## config.mk

```make
export PLATFORM = sky130hd
export DESIGN_NAME = z80_bus_responder_flat
export DESIGN_NICKNAME = d
export VERILOG_FILES = /design/src/rtl/z80_bus_responder_if.sv /design/src/rtl/z80_bus_responder.sv /design/src/flat_wrapper.sv
export SDC_FILE = /design/constraint.sdc
export NUM_CORES = 1
export LEC_CHECK = 0
export CELL_PAD_IN_SITES_DETAIL_PLACEMENT = 1
export CELL_PAD_IN_SITES_GLOBAL_PLACEMENT = 1
export CORE_MARGIN = 5
export CORE_UTILIZATION = 36
export CTS_BUF_LIST = sky130_fd_sc_hd__clkbuf_16
export DETAILED_ROUTE_END_ITERATION = 12
export GPL_ROUTABILITY_DRIVEN = 0
export MAX_ROUTING_LAYER = met4
export PLACE_DENSITY = 0.8
export REMOVE_ABC_BUFFERS = 1
export SYNTH_ARGS = -nofsm -noshare
export SYNTH_HDL_FRONTEND = slang
export SYNTH_SLANG_ARGS = --single-unit
```

## constraint.sdc

```tcl
create_clock -name clk -period 2.9 [get_ports clk]
set_clock_uncertainty 0.15 [all_clocks]
set_input_delay 0.29 -clock clk [delete_from_list [all_inputs] [get_ports clk]]
set_output_delay 0.29 -clock clk [all_outputs]
set_load 0.01 [all_outputs]
```

## src/rtl/z80_bus_responder_if.sv

```systemverilog
// CPU-side strobes plus the RAM and I/O backend ports of the Z80 bus responder.
// The responder connects to the slave modport; the bus driver side uses master.
interface z80_bus_responder_if;
    logic [15:0] A;
    logic [7:0]  cpu_dout;
    logic        m1_n;
    logic        mreq_n;
    logic        iorq_n;
    logic        rd_n;
    logic        wr_n;
    logic        rfsh_n;
    logic        wait_n;
    logic [7:0]  cpu_di;
    logic [15:0] mem_addr;
    logic [7:0]  mem_wdata;
    logic        mem_re;
    logic        mem_we;
    logic [7:0]  mem_rdata;
    logic [7:0]  io_addr;
    logic [7:0]  io_wdata;
    logic        io_re;
    logic        io_we;
    logic [7:0]  io_rdata;
    logic        io_ready;
    logic [7:0]  int_vec;
    logic        io_timeout;

    modport slave (
        input  A, cpu_dout, m1_n, mreq_n, iorq_n, rd_n, wr_n, rfsh_n,
               mem_rdata, io_rdata, io_ready, int_vec,
        output wait_n, cpu_di, mem_addr, mem_wdata, mem_re, mem_we,
               io_addr, io_wdata, io_re, io_we, io_timeout
    );

    modport master (
        output A, cpu_dout, m1_n, mreq_n, iorq_n, rd_n, wr_n, rfsh_n,
               mem_rdata, io_rdata, io_ready, int_vec,
        input  wait_n, cpu_di, mem_addr, mem_wdata, mem_re, mem_we,
               io_addr, io_wdata, io_re, io_we, io_timeout
    );
endinterface

```

## src/rtl/z80_bus_responder.sv

```systemverilog
// Decodes tv80s bus strobes into single RAM / I/O / interrupt-acknowledge accesses,
// stretching the CPU cycle with wait_n until read data is in cpu_di.
module z80_bus_responder #(
    parameter int MEM_WAIT   = 0,
    parameter int IO_WAIT    = 1,
    parameter int IO_TIMEOUT = 64
) (
    input logic                clk,
    input logic                reset_n,
    z80_bus_responder_if.slave bus
);
    // cnt holds (edges since detection - 1) while a cycle is active
    localparam logic [15:0] MEM_RD_LAST = 16'(MEM_WAIT + 1);
    localparam logic [15:0] MEM_WR_LAST = 16'(MEM_WAIT);
    localparam logic [15:0] IO_MIN      = 16'(IO_WAIT);
    localparam logic [15:0] IO_LAST     = 16'((IO_TIMEOUT > 1) ? IO_TIMEOUT - 1 : 0);

    typedef enum logic [2:0] {IDLE, MRD, MWR, IORD, IOWR, INTA, DONE} state_t;

    state_t      state, state_nx;
    logic [15:0] cnt, cnt_nx;
    logic        wait_q, wait_nx;
    logic [7:0]  di_q, di_nx;
    logic        mem_re_q, mem_re_nx, mem_we_q, mem_we_nx;
    logic [15:0] mem_addr_q, mem_addr_nx;
    logic [7:0]  mem_wdata_q, mem_wdata_nx;
    logic        io_re_q, io_re_nx, io_we_q, io_we_nx;
    logic [7:0]  io_addr_q, io_addr_nx, io_wdata_q, io_wdata_nx;
    logic        tmo_q, tmo_nx;
    logic        qual, ready_ok, tmo_hit, bus_idle;

    always_ff @(posedge clk or negedge reset_n) begin
        if (!reset_n) begin
            state       <= IDLE;
            cnt         <= '0;
            wait_q      <= 1'b1;
            di_q        <= 8'hFF;
            mem_re_q    <= 1'b0;
            mem_we_q    <= 1'b0;
            mem_addr_q  <= '0;
            mem_wdata_q <= '0;
            io_re_q     <= 1'b0;
            io_we_q     <= 1'b0;
            io_addr_q   <= '0;
            io_wdata_q  <= '0;
            tmo_q       <= 1'b0;
        end else begin
            state       <= state_nx;
            cnt         <= cnt_nx;
            wait_q      <= wait_nx;
            di_q        <= di_nx;
            mem_re_q    <= mem_re_nx;
            mem_we_q    <= mem_we_nx;
            mem_addr_q  <= mem_addr_nx;
            mem_wdata_q <= mem_wdata_nx;
            io_re_q     <= io_re_nx;
            io_we_q     <= io_we_nx;
            io_addr_q   <= io_addr_nx;
            io_wdata_q  <= io_wdata_nx;
            tmo_q       <= tmo_nx;
        end
    end

    always_comb begin
        state_nx     = state;
        cnt_nx       = cnt;
        wait_nx      = wait_q;
        di_nx        = di_q;
        mem_re_nx    = 1'b0;
        mem_we_nx    = 1'b0;
        mem_addr_nx  = '0;
        mem_wdata_nx = '0;
        io_re_nx     = io_re_q;
        io_we_nx     = io_we_q;
        io_addr_nx   = io_addr_q;
        io_wdata_nx  = io_wdata_q;
        tmo_nx       = tmo_q;
        ready_ok     = bus.io_ready && (cnt >= IO_MIN);
        tmo_hit      = (cnt >= IO_LAST);
        bus_idle     = bus.mreq_n && bus.iorq_n && bus.rd_n && bus.wr_n;

        case (state)
            MRD:     qual = !bus.mreq_n && !bus.rd_n;
            MWR:     qual = !bus.mreq_n && !bus.wr_n;
            IORD:    qual = !bus.iorq_n && !bus.rd_n;
            IOWR:    qual = !bus.iorq_n && !bus.wr_n;
            INTA:    qual = !bus.m1_n && !bus.iorq_n;
            default: qual = 1'b0;
        endcase

        case (state)
            IDLE: begin
                cnt_nx = '0;
                if (!bus.m1_n && !bus.iorq_n) begin
                    state_nx = INTA;
                    wait_nx  = 1'b0;
                end else if (!bus.mreq_n && !bus.rfsh_n) begin
                    state_nx = IDLE;
                end else if (!bus.mreq_n && !bus.rd_n) begin
                    state_nx    = MRD;
                    wait_nx     = 1'b0;
                    mem_re_nx   = 1'b1;
                    mem_addr_nx = bus.A;
                end else if (!bus.mreq_n && !bus.wr_n) begin
                    state_nx     = MWR;
                    wait_nx      = 1'b0;
                    mem_we_nx    = 1'b1;
                    mem_addr_nx  = bus.A;
                    mem_wdata_nx = bus.cpu_dout;
                end else if (!bus.iorq_n && !bus.rd_n) begin
                    state_nx   = IORD;
                    wait_nx    = 1'b0;
                    io_re_nx   = 1'b1;
                    io_addr_nx = bus.A[7:0];
                end else if (!bus.iorq_n && !bus.wr_n) begin
                    state_nx    = IOWR;
                    wait_nx     = 1'b0;
                    io_we_nx    = 1'b1;
                    io_addr_nx  = bus.A[7:0];
                    io_wdata_nx = bus.cpu_dout;
                end
            end
            // Held here until the CPU ends its cycle, so a stretched strobe never re-triggers
            DONE: begin
                if (bus_idle) state_nx = IDLE;
            end
            default: begin
                cnt_nx = cnt + 16'd1;
                if (!qual) begin
                    state_nx    = IDLE;
                    wait_nx     = 1'b1;
                    io_re_nx    = 1'b0;
                    io_we_nx    = 1'b0;
                    io_addr_nx  = '0;
                    io_wdata_nx = '0;
                end else begin
                    case (state)
                        MRD: begin
                            if (cnt == 16'd1) di_nx = bus.mem_rdata;
                            if (cnt == MEM_RD_LAST) begin
                                state_nx = DONE;
                                wait_nx  = 1'b1;
                            end
                        end
                        MWR: begin
                            if (cnt == MEM_WR_LAST) begin
                                state_nx = DONE;
                                wait_nx  = 1'b1;
                            end
                        end
                        INTA: begin
                            di_nx    = bus.int_vec;
                            state_nx = DONE;
                            wait_nx  = 1'b1;
                        end
                        default: begin
                            // io_ready takes precedence over a timeout landing on the same edge
                            if (ready_ok || tmo_hit) begin
                                if (state == IORD) di_nx = ready_ok ? bus.io_rdata : 8'hFF;
                                if (!ready_ok) tmo_nx = 1'b1;
                                state_nx    = DONE;
                                wait_nx     = 1'b1;
                                io_re_nx    = 1'b0;
                                io_we_nx    = 1'b0;
                                io_addr_nx  = '0;
                                io_wdata_nx = '0;
                            end
                        end
                    endcase
                end
            end
        endcase
    end

    assign bus.wait_n     = wait_q;
    assign bus.cpu_di     = di_q;
    assign bus.mem_re     = mem_re_q;
    assign bus.mem_we     = mem_we_q;
    assign bus.mem_addr   = mem_addr_q;
    assign bus.mem_wdata  = mem_wdata_q;
    assign bus.io_re      = io_re_q;
    assign bus.io_we      = io_we_q;
    assign bus.io_addr    = io_addr_q;
    assign bus.io_wdata   = io_wdata_q;
    assign bus.io_timeout = tmo_q;
endmodule

```

## src/flat_wrapper.sv

```systemverilog
// flat-port wrapper written by rule: the top's interface ports become plain ports
module z80_bus_responder_flat 
#(
    parameter int MEM_WAIT   = 0,
    parameter int IO_WAIT    = 1,
    parameter int IO_TIMEOUT = 64
)
  (clk, reset_n, bus_A, bus_cpu_dout, bus_m1_n, bus_mreq_n, bus_iorq_n, bus_rd_n, bus_wr_n, bus_rfsh_n, bus_mem_rdata, bus_io_rdata, bus_io_ready, bus_int_vec, bus_wait_n, bus_cpu_di, bus_mem_addr, bus_mem_wdata, bus_mem_re, bus_mem_we, bus_io_addr, bus_io_wdata, bus_io_re, bus_io_we, bus_io_timeout);
  z80_bus_responder_if bus_i ();
  input logic clk;
  input logic reset_n;
  input wire logic [$bits(bus_i.A)-1:0] bus_A;
  input wire logic [$bits(bus_i.cpu_dout)-1:0] bus_cpu_dout;
  input wire logic [$bits(bus_i.m1_n)-1:0] bus_m1_n;
  input wire logic [$bits(bus_i.mreq_n)-1:0] bus_mreq_n;
  input wire logic [$bits(bus_i.iorq_n)-1:0] bus_iorq_n;
  input wire logic [$bits(bus_i.rd_n)-1:0] bus_rd_n;
  input wire logic [$bits(bus_i.wr_n)-1:0] bus_wr_n;
  input wire logic [$bits(bus_i.rfsh_n)-1:0] bus_rfsh_n;
  input wire logic [$bits(bus_i.mem_rdata)-1:0] bus_mem_rdata;
  input wire logic [$bits(bus_i.io_rdata)-1:0] bus_io_rdata;
  input wire logic [$bits(bus_i.io_ready)-1:0] bus_io_ready;
  input wire logic [$bits(bus_i.int_vec)-1:0] bus_int_vec;
  output wire logic [$bits(bus_i.wait_n)-1:0] bus_wait_n;
  output wire logic [$bits(bus_i.cpu_di)-1:0] bus_cpu_di;
  output wire logic [$bits(bus_i.mem_addr)-1:0] bus_mem_addr;
  output wire logic [$bits(bus_i.mem_wdata)-1:0] bus_mem_wdata;
  output wire logic [$bits(bus_i.mem_re)-1:0] bus_mem_re;
  output wire logic [$bits(bus_i.mem_we)-1:0] bus_mem_we;
  output wire logic [$bits(bus_i.io_addr)-1:0] bus_io_addr;
  output wire logic [$bits(bus_i.io_wdata)-1:0] bus_io_wdata;
  output wire logic [$bits(bus_i.io_re)-1:0] bus_io_re;
  output wire logic [$bits(bus_i.io_we)-1:0] bus_io_we;
  output wire logic [$bits(bus_i.io_timeout)-1:0] bus_io_timeout;
  assign bus_i.A = bus_A;
  assign bus_i.cpu_dout = bus_cpu_dout;
  assign bus_i.m1_n = bus_m1_n;
  assign bus_i.mreq_n = bus_mreq_n;
  assign bus_i.iorq_n = bus_iorq_n;
  assign bus_i.rd_n = bus_rd_n;
  assign bus_i.wr_n = bus_wr_n;
  assign bus_i.rfsh_n = bus_rfsh_n;
  assign bus_i.mem_rdata = bus_mem_rdata;
  assign bus_i.io_rdata = bus_io_rdata;
  assign bus_i.io_ready = bus_io_ready;
  assign bus_i.int_vec = bus_int_vec;
  assign bus_wait_n = bus_i.wait_n;
  assign bus_cpu_di = bus_i.cpu_di;
  assign bus_mem_addr = bus_i.mem_addr;
  assign bus_mem_wdata = bus_i.mem_wdata;
  assign bus_mem_re = bus_i.mem_re;
  assign bus_mem_we = bus_i.mem_we;
  assign bus_io_addr = bus_i.io_addr;
  assign bus_io_wdata = bus_i.io_wdata;
  assign bus_io_re = bus_i.io_re;
  assign bus_io_we = bus_i.io_we;
  assign bus_io_timeout = bus_i.io_timeout;
  z80_bus_responder #(.MEM_WAIT(MEM_WAIT), .IO_WAIT(IO_WAIT), .IO_TIMEOUT(IO_TIMEOUT)) u_core (.clk(clk), .reset_n(reset_n), .bus(bus_i));
endmodule
```

==> out/results.txt <==
The run finished with clean final reports. The floorplan row count is 36. The run gives 0 as the max-slew violation total from the final report. Input and output buffers added on the ports amount to 110.

The final hold violation count is 0. For the pin with the worst max-slew slack, the measured transition is 941 ps. In this run the vertical extent of the chip is 110 um.

In this run the mean area of a mapped cell was 10.4 um2. The clock-pin slew reported for the worst setup and hold paths after clock tree synthesis is 60 ps, and the routed length per placed instance is 18.7 um. Walking the worst path, the cells encountered are ha_1 > nand3_1 > nor2_1 > buf_4 > or4_1 > nand3b_1 > mux2i_1. The part of the Yosys area used for sequential elements was 50.7%; the number of enable flip-flop cells after synthesis was 0.

Met2 track demand over resource: 35.3%. The final critical path takes up 87.5% of the cycle. The met1 track utilization from global routing was 23.3%; the met3 usage in global routing was 3.84%.

For this run, the total global-route usage over all layers was measured as 20.1%. Clock tree synthesis inserted a total of 9 buffers. The critical path is of the flip-flop to flip-flop type. Internal power comes to 0.00283 W. The number of global-route vias before repair was 3496; the relative contribution of sequential cells to total power was 31.8%. The die covers 0.0122 mm2. For this run, the detailed router's first-pass iteration total came to 5. The worst setup path is captured at a flip-flop.

The net count of the finished layout is 534. The post-synthesis async set-or-reset flop share works out to 100%. STA classifies the critical path startpoint as a flip-flop. The logs give 0.00439 W for the total power and 3 for the H-tree depth reported by CTS. Post-route non-filler standard cell count: 612. In this run the remaining antenna-violating nets after routing total 0. The first global-routing pass estimated 18300 um of wire. Top-level port count: 111. The total overflow left after global routing is 0. The post-synthesis cell type with the largest combined area was dfrtp_1. The initial antenna violation count is 0. The synthesized netlist occupies a cell area of 0.00363 mm2. The area growth from synthesis to layout is 45.0%, and the largest fanout on the critical path is 8. The busiest layer in global routing was met2. The tools report the number of vias in the routed layout as 3147. After floorplanning, the core was sized to cover 0.00982 mm2. In this run switching power makes up 35.5% of total power. For the total setup violations reported at the end of the flow, the log shows 0. Cells fill 53.6% of the core in the end. Derived from the worst setup path, the maximum achievable clock frequency is 0.394 GHz. The top cell type by area accounts for 44.2% of the synthesized area.

For this run, the leading register cell type out of synthesis is dfrtp_1. The highest ir drop seen on vdd is 0.373 mV. The max-capacitance violation count was 0.

The clock network power share was 25.0%. The total wire length is 11500 um. The number of resized instances in the post-cts repair step was 0; the switching power was 0.00156 W.

Counting tap cells, the placed design contains a total of 595 instances. The slowest stage of the critical path is the or4_1 cell. Data arrives at the worst endpoint at 2630 ps. Counting along the longest clock path gives a buffer depth of 2. The Yosys step of the flow raised 0 warnings. Once detailed placement completed, the half-perimeter wirelength came to 8170 um. In this run the horizontal extent of the chip is 110 um.

The power density relative to cell area works out to 834 mW/mm2. For the DRC marker count from the first detailed-route iteration, the log shows 119. The run gives 73 as the total number of clock tree sinks. Entering global routing, the biggest net connects 74 pins.

For this run, the slowest stage of the critical path takes 480 ps. Kind of path behind the tightest hold check: flip-flop to flip-flop. For the power share of the combinational group, the log shows 43.2%. In the routed layout, each cell is associated on average with a via count of 5.14. The worst pin sits at a relative slew slack of 37.3%. TritonCTS built the clock tree. The post-synthesis sequential element count was 73. The run gives 330 ps as the clock insertion delay at the later pin of the skew report. Ranked by total cell area, the synthesized netlist is headed by dfrtp_1, dfstp_2, and2_1. The logs give 0 for the DRC violation count after routing and 36.9% for the starting density of the core.

The run gives 0 as the number of post-CTS setup repair buffers. Counting every instance in the synthesized netlist gives 350. Summed over all cells, the static leakage comes to 2.34 nW. The root buffer cell chosen for the clock tree is clkbuf_16.

Setup repair after global routing left no endpoint under its margin. 0 antenna diodes ended up in the layout. The routed design could run at a clock period as short as 2540 ps.

After synthesis, the netlist uses 54 different library cells. The worst endpoint required time was 3000 ps; the share of cells above drive strength 1 was 15.0%.
==> cell usage in the layout (no fill, tap or decap), types with 4 or more instances in the layout <==
cell type        instances
a21oi_1                  6
o21ai_0                 22
inv_1                   24
and2_1                  33
mux2i_1                 17
or3_1                    4
nand2b_1                 5
clkdlybuf4s50_1        109
nor2_1                  23
a31oi_1                  4
buf_4                   18
nand2_1                 32
dfstp_2                  9
dfrtp_1                 64
nor3_1                   4
mux2_2                  16
o22ai_1                 10
clkbuf_16                9
nand4_1                  6
nand3_1                  4
==> area by class of cell <==
cell class	count	area, um2
multi-input cells	238	1630
well taps	133	166
repair buffers	128	1240
fillers	1126	4560
clock buffers	9	225
flip-flops and latches	73	1840
clock inverters	7	71.3
inverters	24	90.1
==> critical path: cells and delay by family (launching register included) <==
family / cells / cell delay, ps
adders and majority gates: 1 / 250
buffers and inverters: 1 / 180
DFF: 1 / 450
muxes: 1 / 270
and+or+nand+nor: 4 / 1160
==> synthesized netlist by cell type, drive strengths merged (2+ instances only) <==
master,n
a21boi,2
a21oi,7
a31oi,4
and2,34
buf,5
clkbuf,10
dfrtp,64
dfstp,9
ha,3
inv,24
mux2,17
mux2i,17
nand2,32
nand2b,5
nand3,5
nand3b,3
nand4,6
nor2,24
nor3,5
nor3b,3
nor4,6
nor4b,2
o21ai,22
o22ai,10
o311a,2
o31a,2
o31ai,3
or3,4
or4,2
xnor2,3
xor2,3
==> registers in the layout (all words and copies together) (netlist names) <==
register               count
u_core.bus.mem_wdata       8
u_core.bus.mem_re          1
u_core.state               3
u_core.bus.mem_addr       16
u_core.cnt                16
u_core.bus.io_wdata        8
u_core.bus.wait_n          1
u_core.bus.io_re           1
u_core.bus.io_we           1
u_core.bus.io_addr         8
u_core.bus.mem_we          1
u_core.bus.io_timeout      1
u_core.bus.cpu_di          8
==> routing by layer <==
| layer | routed length (um) | vias to the layer above |
|---|---|---|
| met5 | 0 | - |
| met4 | 204 | 0 |
| met3 | 655 | 16 |
| met2 | 5990 | 86 |
| met1 | 4600 | 1580 |
| li1 | - | 1465 |
==> stage by stage <==
stage	setup TNS, ps	setup slack, ps	cell area (um2)	hold slack (ps)
after floorplan	-6220	-450	3550	-156
after global placement	0	347	4950	306
after detailed placement	0	128	4950	312
after CTS	0	296	5260	324
after global routing	0	152	5260	348
final	0	364	5260	320
==> repair_timing <==
action	4_1_cts	5_1_grt
setup endpoints to repair	0	0
hold buffers	1	0
endpoints found under the hold margin	39	0
==> power by group through the flow <==
stage / logic [W] / registers [W] / clock network, W
3_3_place_gp: 0.00181 / 0.00140 / 0
6_report: 0.00189 / 0.00140 / 0.00110
2_1_floorplan: 0.000948 / 0.00148 / 0
5_1_grt: 0.00207 / 0.00142 / 0.00116
4_1_cts: 0.00192 / 0.00140 / 0.00112
3_5_place_dp: 0.00189 / 0.00141 / 0
==> kinds of logic after synthesis <==
logic type	synth area share [%]
compound gates	11.6
xor+xnor	1.45
fa+ha+maj	1.04
buf+inv	4.45
flops	50.7
mux	10.1
simple gates	20.7
==> worst paths after layout <==
path                                 startpoint                 endpoint  slack [ps]  cells past startpoint
max reg2reg                       u_core.cnt[0]     u_core.bus.cpu_di[3]         360                      7
min                        u_core.bus.cpu_di[0]     u_core.bus.cpu_di[0]         320                      2
min in group asynchronous               reset_n          u_core.state[0]         500                      2
max                               u_core.cnt[0]     u_core.bus.cpu_di[3]         360                      7
max in group asynchronous               reset_n  u_core.bus.mem_wdata[1]        1490                      2
min reg2reg                u_core.bus.cpu_di[0]     u_core.bus.cpu_di[0]         320                      2
Note: power is estimated with default switching activity, not from simulation.
==> variant 1: new RTL, same settings <==
`mem_addr_q`, `mem_wdata_q`, `io_addr_q` and `io_wdata_q` no longer have a reset.
--- a/src/rtl/z80_bus_responder.sv
+++ b/src/rtl/z80_bus_responder.sv
@@ -39,8 +39,4 @@
             mem_we_q    <= 1'b0;
-            mem_addr_q  <= '0;
-            mem_wdata_q <= '0;
             io_re_q     <= 1'b0;
             io_we_q     <= 1'b0;
-            io_addr_q   <= '0;
-            io_wdata_q  <= '0;
             tmo_q       <= 1'b0;
@@ -53,10 +49,13 @@
             mem_we_q    <= mem_we_nx;
-            mem_addr_q  <= mem_addr_nx;
-            mem_wdata_q <= mem_wdata_nx;
             io_re_q     <= io_re_nx;
             io_we_q     <= io_we_nx;
-            io_addr_q   <= io_addr_nx;
-            io_wdata_q  <= io_wdata_nx;
             tmo_q       <= tmo_nx;
         end
+    end
+
+    always_ff @(posedge clk) begin
+        mem_addr_q  <= mem_addr_nx;
+        mem_wdata_q <= mem_wdata_nx;
+        io_addr_q   <= io_addr_nx;
+        io_wdata_q  <= io_wdata_nx;
     end
Behaviour: not the same (Yosys sat finds a counterexample within 4 cycles, from zero or initial values and one cycle with reset_n low).
==> variant 1 against the original RTL <==
- sequential share of layout area increased by 0.97 points
- total power increased by 2.4%
- largest power group unchanged
- design area decreased by 4.8%
- combinational power decreased by 11%
- fmax decreased by 8.5%
- sequential cell count unchanged
- synthesized cell count decreased by 6.0%
- synthesized area decreased by 8.4%
- first-iteration DRC count decreased by 26%
- routed wire length decreased by 11%
- clock power increased by 13%
- global-route usage decreased by 1.3 points
- worst setup slack got worse by 230 ps
- sequential power increased by 12%
==> variant 1: results (changes against the original RTL) <==
pg_comb_mw: 1.68  # was 1.89 mW
viasPerCell: 5.24  # was 5.14
synthMuxAreaShare: 0.0546  # was 0.101
r2r-start: "u_core.cnt[14]$_DFFE_PN0N_"  # was u_core.cnt[0]$_DFFE_PN0N_
ys_types: 52  # was 54
grt_pass1_vias: 3163  # was 3496
netlist_top_cells_count: "and2_1, o21ai_0, nand2_1"  # was dfrtp_1, and2_1, nand2_1
multi_input_area_share: 0.295  # was 0.310
layout.area.seq_um2: 1800  # was 1840 µm²
final_net_count: 514  # was 534
grt_use_met1: 0.219  # was 0.233
synth-adder-area-share: 0.0113  # was 0.0104
synth_xor_area_frac: 0.00264  # was 0.0145
n_all_buffers: 129  # was 128
dpl.hpwl_mm: 7.50  # was 8.17 mm
grt_pass1_wl_mm: 16.3  # was 18.3 mm
drive_gt1_frac: 0.137  # was 0.150
hold_slack_ps: 213  # was 320 ps
totalWireLength_mm: 10.2  # was 11.5 mm
fill_cells: 1027  # was 1126
ys_seq_area_frac: 0.541  # was 0.507
synth_cells: 329  # was 350
ys_top_cells_by_area: "dfrtp_1, dfxtp_1, edfxtp_1"  # was dfrtp_1, dfstp_2, and2_1
synthFlopType: "dfxtp_1"  # was dfrtp_1
max_stage_delay_ps: 600  # was 480 ps
swShare: 0.323  # was 0.355
worst_ep_arrival_time_ps: 2880  # was 2630 ps
reg2reg_depth: 6  # was 7
multi_input_gates: 237  # was 238
grt.met2_usage: 0.320  # was 0.353
dr_wl_met3_um: 578  # was 655 µm
n_clock_buffer: 10  # was 9
synth_edf_count: 16  # was 0
leakagePower_nw: 2.02  # was 2.34 nW
synth-async-reset-ratio: 0.452  # was 1.00
met3_usage: 0.0413  # was 0.0384
placed_cell_area_um2: 4650  # was 4950 µm²
dr.first_iter.drc_count: 88  # was 119
seqPwrFrac: 0.350  # was 0.318
drt-met1-wl_mm: 4.40  # was 4.60 mm
dpl.cell_count: 553  # was 595
routed-wl-met2_mm: 5.01  # was 5.99 mm
outcome: "complete, no violations"  # unchanged
synth_compound_area_frac: 0.121  # was 0.116
-- variant 1: repair_timing --
item / in CTS / in global routing
resized for setup: 0 / 5
setup endpoints to repair: 0 / 24
buffers inserted: 0 / 1
endpoints found under the hold margin: 0 / 0
-- variant 1: how the worst max path moves through the flow --
stage,startpoint,to,slack [ps],depth (start not counted)
after floorplan,u_core.state[2]$_DFFE_PN0P_,u_core.state[1]$_DFFE_PN0P_,-500,5
after global placement,u_core.cnt[0]$_DFFE_PN0N_,u_core.bus.io_addr[1]$_SDFFCE_PN0P_,150,6
after detailed placement,u_core.cnt[0]$_DFFE_PN0N_,u_core.bus.io_addr[5]$_SDFFCE_PN0P_,50,6
after CTS,u_core.cnt[0]$_DFFE_PN0N_,u_core.bus.io_addr[6]$_SDFFCE_PN0P_,20,6
after global routing,u_core.cnt[0]$_DFFE_PN0N_,u_core.bus.cpu_di[1]$_DFFE_PN1P_,-0.6,7
final,u_core.cnt[14]$_DFFE_PN0N_,u_core.bus.cpu_di[6]$_DFFE_PN1P_,130,6
==> variant 2: new RTL, same settings <==
Without the edit above. `IO_TIMEOUT` is set to 64 in 2 places; all go to 32.
--- a/src/rtl/z80_bus_responder.sv
+++ b/src/rtl/z80_bus_responder.sv
@@ -5,3 +5,3 @@
     parameter int IO_WAIT    = 1,
-    parameter int IO_TIMEOUT = 64
+    parameter int IO_TIMEOUT = 32
 ) (
--- a/src/flat_wrapper.sv
+++ b/src/flat_wrapper.sv
@@ -5,3 +5,3 @@
     parameter int IO_WAIT    = 1,
-    parameter int IO_TIMEOUT = 64
+    parameter int IO_TIMEOUT = 32
 )
Function: same outputs for any inputs over 4 cycles, from zero or initial values and one cycle with reset_n low; that may be too few to reach the edited logic, so the function may still have changed.
==> variant 2 against the original RTL <==
- via count shrank 2.7%
- total power grew 4.5%
- worst hold slack lost 200 ps
- first-iteration DRC count shrank 10%
- count of clock-buffer cells in the layout is the same
- sequential cell count is the same
- global-route usage shrank 1.1 points
- sequential share of layout area grew 0.15 points
- fmax grew 1.2%
- design area shrank 0.43%
- synthesized area grew 1.2%
- routed wire length shrank 3.2%
- worst setup slack gained 30 ps
- largest cell class unchanged
- largest power group unchanged
- highest routed layer unchanged
==> variant 2: results (changes against the original RTL) <==
outcome: "complete, no violations"  # unchanged
viasPerCell: 5.11  # was 5.14
avgSynthCellArea_um2: 10.6  # was 10.4 µm²
drt-met1-wl_mm: 4.45  # was 4.60 mm
cp_slowest_cell: "dfrtp_1"  # was or4_1
placed_cell_area_um2: 4920  # was 4950 µm²
max_stage_delay_ps: 460  # was 480 ps
ys_seq_area_frac: 0.501  # was 0.507
drive_gt1_frac: 0.163  # was 0.150
port_buffers: 110  # unchanged
grtUsageTotal: 0.190  # was 0.201
clk_pin_slew_ps: 70
final_net_count: 521  # was 534
swShare: 0.356  # was 0.355
dpl.hpwl_mm: 8.29  # was 8.17 mm
crit_family: "compound AO/OA/AOI/OAI gates"  # was simple AND/OR/NAND/NOR gates
grt_max_degree: 46  # was 74
dr.first_iter.drc_count: 107  # was 119
ys_top_cells_by_area: "dfrtp_1, mux2_2, and2_1"  # was dfrtp_1, dfstp_2, and2_1
worst_slew_pin_slew_ps: 711  # was 941 ps
routed-wl-met2_mm: 6.10  # was 5.99 mm
hold_path.class: "input port to async pin"  # was register to register
fill_cells: 1091  # was 1126
cts-root-buf: "clkbuf_16"  # unchanged
cp_max_fo: 9  # was 8
ys_types: 56  # was 54
cts_buffer_depth: 2  # unchanged
dpl.cell_count: 582  # was 595
grt_pass1_vias: 3380  # was 3496
clock_latency_ps: 340
totalWireLength_mm: 11.1  # was 11.5 mm
vias: 3063  # was 3147
drtAntennaViolNets: 0  # unchanged
place_ws_ps: 225  # was 128 ps
leakagePower_nw: 2.32  # was 2.34 nW
dr_wl_met3_um: 320  # was 655 µm
netlist_top_cells_count: "dfrtp_1, and2_1, mux2_2"  # was dfrtp_1, and2_1, nand2_1
first_pass_iters: 4  # was 5
peakVddDrop_mv: 0.320  # was 0.373 mV
grt_pass1_wl_mm: 18.4  # was 18.3 mm
worst_ep_arrival_time_ps: 2580  # was 2630 ps
## variant 2: final timing paths
path,startpoint,end,slack (ps),depth (start not counted)
min,reset_n,u_core.bus.mem_wdata[3]$_DFF_PN0_,120,2
max,u_core.cnt[0]$_DFFE_PN0N_,u_core.bus.io_wdata[0]$_DFFE_PN0P_,390,7
min in group clk,u_core.bus.cpu_di[0]$_DFFE_PN1P_,u_core.bus.cpu_di[0]$_DFFE_PN1P_,320,2
max reg2reg,u_core.cnt[0]$_DFFE_PN0N_,u_core.bus.io_wdata[0]$_DFFE_PN0P_,390,7
max in group asynchronous,reset_n,u_core.cnt[0]$_DFFE_PN0N_,1720,3
min reg2reg,u_core.bus.cpu_di[0]$_DFFE_PN1P_,u_core.bus.cpu_di[0]$_DFFE_PN1P_,320,2
## variant 2: cell type report
type	count	area (µm²)	area share
sequential	73	1840	0.351
multi-input combinational	239	1680	0.320
timing repair buffer	121	1180	0.226
clock buffer	9	225	0.0430
tap	133	166	0.0318
clock inverter	7	85.1	0.0162
inverter	17	63.8	0.0122
## variant 2: per-stage QoR
stage,hold slack [ps],util
2_1_floorplan,-156,-
3_3_place_gp,-60.0,0.498
3_5_place_dp,-57.4,0.498
4_1_cts,109,0.531
5_1_grt,133,0.531
6_report,122,0.531
## variant 2: logic make-up after synthesis
family | count (synthesis) | synth area share
DFF | 73 | 0.501
and+or+nand+nor | 121 | 0.187
AOI/OAI and AO/OA | 74 | 0.139
adders and majority gates | 3 | 0.0102
buffers and inverters | 34 | 0.0433
xor gates and xnor gates | 5 | 0.0119
muxes | 36 | 0.107
## variant 2: timing repair
item | in CTS | in global routing
gates resized for setup | 0 | 0
hold buffers | 1 | 0
hold endpoints to repair | 64 | 0
## variant 2: power by group through the flow
stage / sequential (mW) / clock, mW / combinational (mW)
after floorplan: 1.53 / 0 / 1.03
after global placement: 1.47 / 0 / 1.90
after detailed placement: 1.48 / 0 / 1.95
after CTS: 1.47 / 1.20 / 1.97
after global routing: 1.50 / 1.25 / 2.13
final: 1.47 / 1.18 / 1.94
## variant 2: worst reg2reg max path: cells and delay by family, from the launching register on
| family | cells | cell delay (ps) |
|---|---|---|
| AO/OA/AOI/OAI | 3 | 800 |
| flip-flops | 1 | 460 |
| multiplexers | 1 | 390 |
| AND/OR/NAND/NOR | 1 | 370 |
| adder cells (fa/ha/maj) | 1 | 140 |
| buffers and inverters | 1 | 90 |
## variant 2: layer usage
| layer | vias up | GRT usage |
|---|---|---|
| met5 | - | - |
| met4 | 0 | 0.0714 |
| met3 | 14 | 0.0344 |
| met2 | 55 | 0.339 |
| met1 | 1541 | 0.211 |
| li1 | 1453 | - |
